===== src/rtl/reg_serializer.sv =====
// Parallel-to-serial converter: captures a WIDTH-bit word on load and shifts it
// out LSB first under a valid/ready handshake, pulsing done after the last bit.
module reg_serializer #(
    parameter int WIDTH = 4
) (
    input  logic             clk,
    input  logic             reset_,
    input  logic             load,
    input  logic [WIDTH-1:0] in,
    input  logic             sready,
    output logic             sout,
    output logic             svalid,
    output logic             busy,
    output logic             done
);

    localparam int CW = (WIDTH > 1) ? $clog2(WIDTH) : 1;

    typedef enum logic [0:0] {
        IDLE  = 1'b0,
        SHIFT = 1'b1
    } state_t;

    state_t           state_r;
    logic [WIDTH-1:0] shift_r;
    logic [CW-1:0]    cnt_r;
    logic             svalid_r;
    logic             busy_r;
    logic             done_r;

    logic             xfer_s;
    logic             last_s;

    assign xfer_s = svalid_r & sready;
    assign last_s = xfer_s & (cnt_r == {CW{1'b0}});

    // The shift register drains to zero as it empties, so bit 0 is 0 whenever idle.
    assign sout   = shift_r[0];
    assign svalid = svalid_r;
    assign busy   = busy_r;
    assign done   = done_r;

    // Serializer state machine with registered handshake and completion flags.
    always_ff @(posedge clk or negedge reset_) begin
        if (!reset_) begin
            state_r  <= IDLE;
            shift_r  <= {WIDTH{1'b0}};
            cnt_r    <= {CW{1'b0}};
            svalid_r <= 1'b0;
            busy_r   <= 1'b0;
            done_r   <= 1'b0;
        end else begin
            done_r <= 1'b0;
            case (state_r)
                IDLE: begin
                    if (load) begin
                        shift_r  <= in;
                        cnt_r    <= CW'(WIDTH - 1);
                        svalid_r <= 1'b1;
                        busy_r   <= 1'b1;
                        state_r  <= SHIFT;
                    end else begin
                        state_r <= IDLE;
                    end
                end
                SHIFT: begin
                    if (xfer_s) begin
                        shift_r <= {1'b0, shift_r[WIDTH-1:1]};
                        if (last_s) begin
                            // Counter stays at zero rather than wrapping.
                            svalid_r <= 1'b0;
                            busy_r   <= 1'b0;
                            done_r   <= 1'b1;
                            state_r  <= IDLE;
                        end else begin
                            cnt_r <= cnt_r - CW'(1);
                        end
                    end else begin
                        state_r <= SHIFT;
                    end
                end
                default: begin
                    state_r  <= IDLE;
                    shift_r  <= {WIDTH{1'b0}};
                    cnt_r    <= {CW{1'b0}};
                    svalid_r <= 1'b0;
                    busy_r   <= 1'b0;
                end
            endcase
        end
    end

endmodule


===== config.mk =====
export PLATFORM = sky130hd
export DESIGN_NAME = reg_serializer
export DESIGN_NICKNAME = d
export VERILOG_FILES = /design/src/rtl/reg_serializer.sv
export SDC_FILE = /design/constraint.sdc
export NUM_CORES = 1
export LEC_CHECK = 0
export ABC_AREA = 0
export CAP_MARGIN = 10
export CELL_PAD_IN_SITES_DETAIL_PLACEMENT = 0
export CELL_PAD_IN_SITES_GLOBAL_PLACEMENT = 2
export CORE_MARGIN = 2
export CORE_UTILIZATION = 25
export CTS_BUF_LIST = sky130_fd_sc_hd__clkbuf_2
export DETAILED_ROUTE_END_ITERATION = 16
export PLACE_DENSITY_LB_ADDON = 0.15
export SLEW_MARGIN = 20
export SYNTH_ARGS = -nofsm -noshare
export SYNTH_HDL_FRONTEND = slang
export SYNTH_SLANG_ARGS = --single-unit

===== constraint.sdc =====
create_clock -name clk -period 1.5 [get_ports clk]
set_input_delay 0.15 -clock clk [delete_from_list [all_inputs] [get_ports clk]]
set_output_delay 0.15 -clock clk [all_outputs]
set_load 0.005 [all_outputs]

Yosys cells after proc, flatten, opt, wreduce, memory -nomap -nowiden
Index checks and enable logic that the tools add are counted.
W data, S select, Z words.
{ "word_totals": {"word_cells": 35, "output_inout_bits": 4, "inputBits": 8, "reg_bits": 9} }
{ "classes": {"n_reduce_logical": 4, "n_addsub": 1, "bitwise": 3, "eq_ne": 4, "n_mux": 18} }
{ "ops": {"columns": ["operator", "count"], "rows": [
  ["$mux W1", 9],
  ["$mux W4", 2],
  ["$pmux W4 S2", 1],
  ["$mux W2", 3],
  ["$reduce_and A3 Y1", 2],
  ["$ne A2 B1 Y1 const B", 2],
  ["$ne A2 B2 Y1 const B", 2],
  ["$pmux W1 S2", 2],
  ["$pmux W2 S2", 1],
  ["$and A1 B1 Y1", 2],
  ["$logic_not A2 Y1", 1],
  ["$reduce_and A2 Y1", 1],
  ["$sub A2 B1 Y2 const B", 1],
  ["$not A1 Y1", 1]
]} }

Longest topological paths before layout
{ "depth": {"word_depth": 5, "ltp_mapped": 5, "depth_no_buf": 5} }

Worst setup path after synthesis
No wires, ideal clock.
{ "synth_path": {"kind": "reg-to-reg", "start": "register cnt_r[0]", "end": "register cnt_r[0]", "n_path_buf": 0, "required_ps": 1423, "slack_ps": 398, "setup_ps": 77, "period_less_slack_ps": 1102, "t_arrival_ps": 1025, "path_stages_with_launch": 6, "path_cell_list": "dfrtp_1 -> inv_1 -> ha_1 -> and4b_1 -> nor3_1 -> a21oi_1"} }
{ "synth_between": {"elab_chain_len": 4, "word_cells_on_any_way": 8, "cone_classes": "add/sub: 1; eq/ne: 1; mux: 3; bitwise: 1; reduce/logical: 2"} }
{ "synth_rtl": {"columns": ["element", "line", "text"], "rows": [
  ["start: declaration", "26", "logic [CW-1:0] cnt_r;"],
  ["start signal: assignment", "48", "cnt_r <= {CW{1'b0}};"],
  ["start signal: assignment", "58", "cnt_r <= CW'(WIDTH - 1);"],
  ["start signal: assignment", "76", "cnt_r <= cnt_r - CW'(1);"],
  ["$sub A2 B1 Y2 or $logic_not A2 Y1 (tied branches)", "76, 35", null],
  ["$mux W2 or $and A1 B1 Y1 (tied branches)", "69, 35", null],
  ["$mux W2 or $ne A2 B2 Y1 (tied branches)", null, null],
  ["$pmux W2 S2 or $reduce_and A3 Y1 (tied branches)", null, null]
]} }
Several ways; a longest one is shown, not always the timed one. The select of a mux whose other input is x is not followed.
A chain may end at the register's enable or synchronous reset.

Final worst setup path
{ "layout_path": {"start": "register busy_r (netlist: busy)", "end": "output busy"} }
{ "layout_rtl": {"columns": ["element", "line", "text"], "rows": [
  ["start: declaration", "28", "logic busy_r;"],
  ["start signal: assignment", "50", "busy_r <= 1'b0;"],
  ["start signal: assignment", "60", "busy_r <= 1'b1;"],
  ["start signal: assignment", "72", "busy_r <= 1'b0;"],
  ["end: declaration", "13", "output logic busy,"]
]} }
No word-level cell between the ends.

==> qor.yml <==
pwr:
  power_per_cell_area_nw_per_um2: 1240
  sw_frac_of_total_pct: 28.1
  clkPwrFrac_pct: 22.2
  seqPwrFrac_pct: 53.5
  ir_drop_uv: 491
  power.net_switching_uw: 188
  pwr-share-comb_pct: 24.3
  p_leak_uw: 0.000240
  power.internal_uw: 480
yosys:
  synth_compound_area_share_pct: 8.54
  synth_xor_area_share_pct: 0
  synth.net_count: 50
  syn_area_per_cell_um2: 9.64
  synth_top_family_by_area: "simple AND/OR/NAND/NOR gates"
  yosysSeqAreaShare_pct: 57.0
  synthSimpleGateAreaFrac_pct: 27.5
  syn-cell-area_um2: 395
  yosysUniqueCellTypes: 15
  synth_mux_area_share_pct: 0
  synthAdderAreaFrac_pct: 3.16
  netlist_instances: 41
  synth_seq_cells: 9
  yosys_warnings: 0
cts:
  clock-sinks: 9
  clk_pin_slew_ps: 90
  cts_hold_buf: 0
  cts_buffers: 3
  cts_setup_buffers: 0
  cts_tree: "done"
  clock_latency_ps: 230
  cts_resized: 0
  clk_path_buf_depth: 2
  htreeDepth: 1
  cts_root_buffer: "clkbuf_2"
outcome:
  status: "completed"
sta:
  whs_ps: 200
  tns_ps: 0
  max_freq_mhz: 731
  maxSlewHeadroom_pct: 72.3
  fin_crit_sh_pct: 91.2
  final.setup.worst_slack_ps: 132
  tightest_slew_ps: 415
  setup_viol: 0
  hold_viol: 0
  skew_ps: 5.21
  drv_slew: 0
  grt_setup_unrepaired: "false"
  fin_crit_ps: 1370
routing:
  drc: 0
  wl_per_cell_um: 11.2
  drt-total-wl_um: 797
  viasPerCell: 4.73
  drt_iter0_drc: 4
  firstDrtPassIters: 3
  dr_total_vias: 336
  postRouteAntennaNets: 0
grt:
  gr-usage-all-layers_pct: 10.5
  grt_pass1_vias: 331
  grt_overflow: 0
  grt_pass1_wl_um: 1380
  antenna_found_initial: 0
  grt_max_degree: 10
die:
  die_w_um: 43.8
  initial_core_util_pct: 26.6
  num_rows: 14
  dieHeight_um: 43.8
  io_pins: 12
  die_area_um2: 1920
  core-area_um2: 1490
worst_setup_path:
  critical_path.startpoint_type: "flop"
  end_kind: "output port"
  timing.critical_path.buf_inv: 1
  path_cells: "clkdlybuf4s50_1"
  path_delay_family: "buffers and inverters"
  cp_max_fo: 7
  critPathArrivalTime_ps: 1220
  cpPeakStageDelay_ps: 540
  required_ps: 1350
  cpMaxStageDelayCell: "clkdlybuf4s50_1"
  path_class: "flop to output port"
final_layout:
  nets: 65
  drive_above_1_share_pct: 7.27
  area_delta_synth_final_pct: 36.1
  fill_cells: 163
  antenna-diode-count: 0
placement:
  dp_hpwl_um: 627
  dp_slack_ps: 102
  io_buffers: 11
  finalWeightedCongestion: 0.665
flow_run:
  cap_violations: 0
min_path:
  hp-class: "input port to async pin"
## stage by stage
stage | instance area, µm² | utilization [%] | instances | power [µW]
after floorplan | 395 | - | 41 | 448
after global placement | 518 | 34.8 | 67 | 520
after detailed placement | 518 | 34.8 | 67 | 528
after CTS | 538 | 36.1 | 71 | 681
after global routing | 538 | 36.1 | 71 | 728
final | 538 | 36.1 | 71 | 668
## synth_stat cells (all sizes together)
library cell  count  share of area (%)
a21oi             3                3.8
and2              1                1.6
and3              1                1.6
and4b             1                2.5
buf               1                1.9
dfrtp             9                 57
ha                1                3.2
inv               2                1.9
nand2             4                3.8
nand3             2                2.5
nor2              6                5.7
nor2b             1                1.6
nor3              5                6.3
o22ai             3                4.7
or2b              1                1.9
## area by class of cell
cell class                      count  area [µm²]  area share [%]
Clock buffer                        4        20.0            3.72
Sequential cell                     9         225            41.9
Timing Repair Buffer               11         110            20.5
Tap cell                           16        20.0            3.72
Multi-Input combinational cell     29         155            28.8
Inverter                            2        7.51            1.40
## placed cells by master (no fill, tap or decap), drive strengths merged
cell           netlist  layout
nor2b                1       1
dfrtp                9       9
and4b                1       1
o22ai                3       3
inv                  2       2
ha                   1       1
nand2                4       4
clkbuf               0       4
or2b                 1       1
nor2                 6       6
clkdlybuf4s50        0      11
and2                 1       1
nand3                2       2
and3                 1       1
nor3                 5       5
a21oi                3       3
## power by group through the flow
stage               Sequential, µW  Combinational [µW]  Clock (µW)
finish                         357                 162         148
global route                   368                 194         167
CTS                            358                 167         157
detailed placement             362                 166           0
global placement               359                 161           0
floorplan                      352                96.2           0
## final timing paths
kind	startpoint	depth (start not counted)	end	slack, ps
hold / removal	reset_	1	shift_r[3]	200
setup reg to reg	cnt_r[0]	5	cnt_r[0]	270
min in group clk	in[3]	3	shift_r[3]	450
max in group asynchronous	reset_	1	shift_r[1]	1020
hold reg to reg	cnt_r[0]	1	cnt_r[0]	490
setup / recovery	busy	1	busy	130
## logic make-up after synthesis
| kind of cell | after synthesis |
|---|---|
| DFF | 9 |
| adders and majority gates | 1 |
| and+or+nand+nor | 22 |
| AOI/OAI and AO/OA | 6 |
| buffers and inverters | 3 |
## layer usage
metal | global-route usage, % | vias up | part of all wire, %
li1 | - | 171 | -
met2 | 13.8 | 9 | 45
met4 | 9.09 | 0 | 1.4
met1 | 12.9 | 154 | 47
met3 | 4.58 | 2 | 6.9
met5 | 0 | - | 0
## worst register-to-register path, delay by kind of cell, from the launching register on
kind	cells	cell delay (ps)
AO/OA/AOI/OAI	1	130
adder cells (fa/ha/maj)	1	220
buffers and inverters	1	60
flip-flops	1	380
AND/OR/NAND/NOR	2	380
## sequential cells by signal (all words and copies together), names as in the netlist
name     count
busy         1
done         1
shift_r      4
cnt_r        2
state_r      1
(Power assumes the default switching activity.)
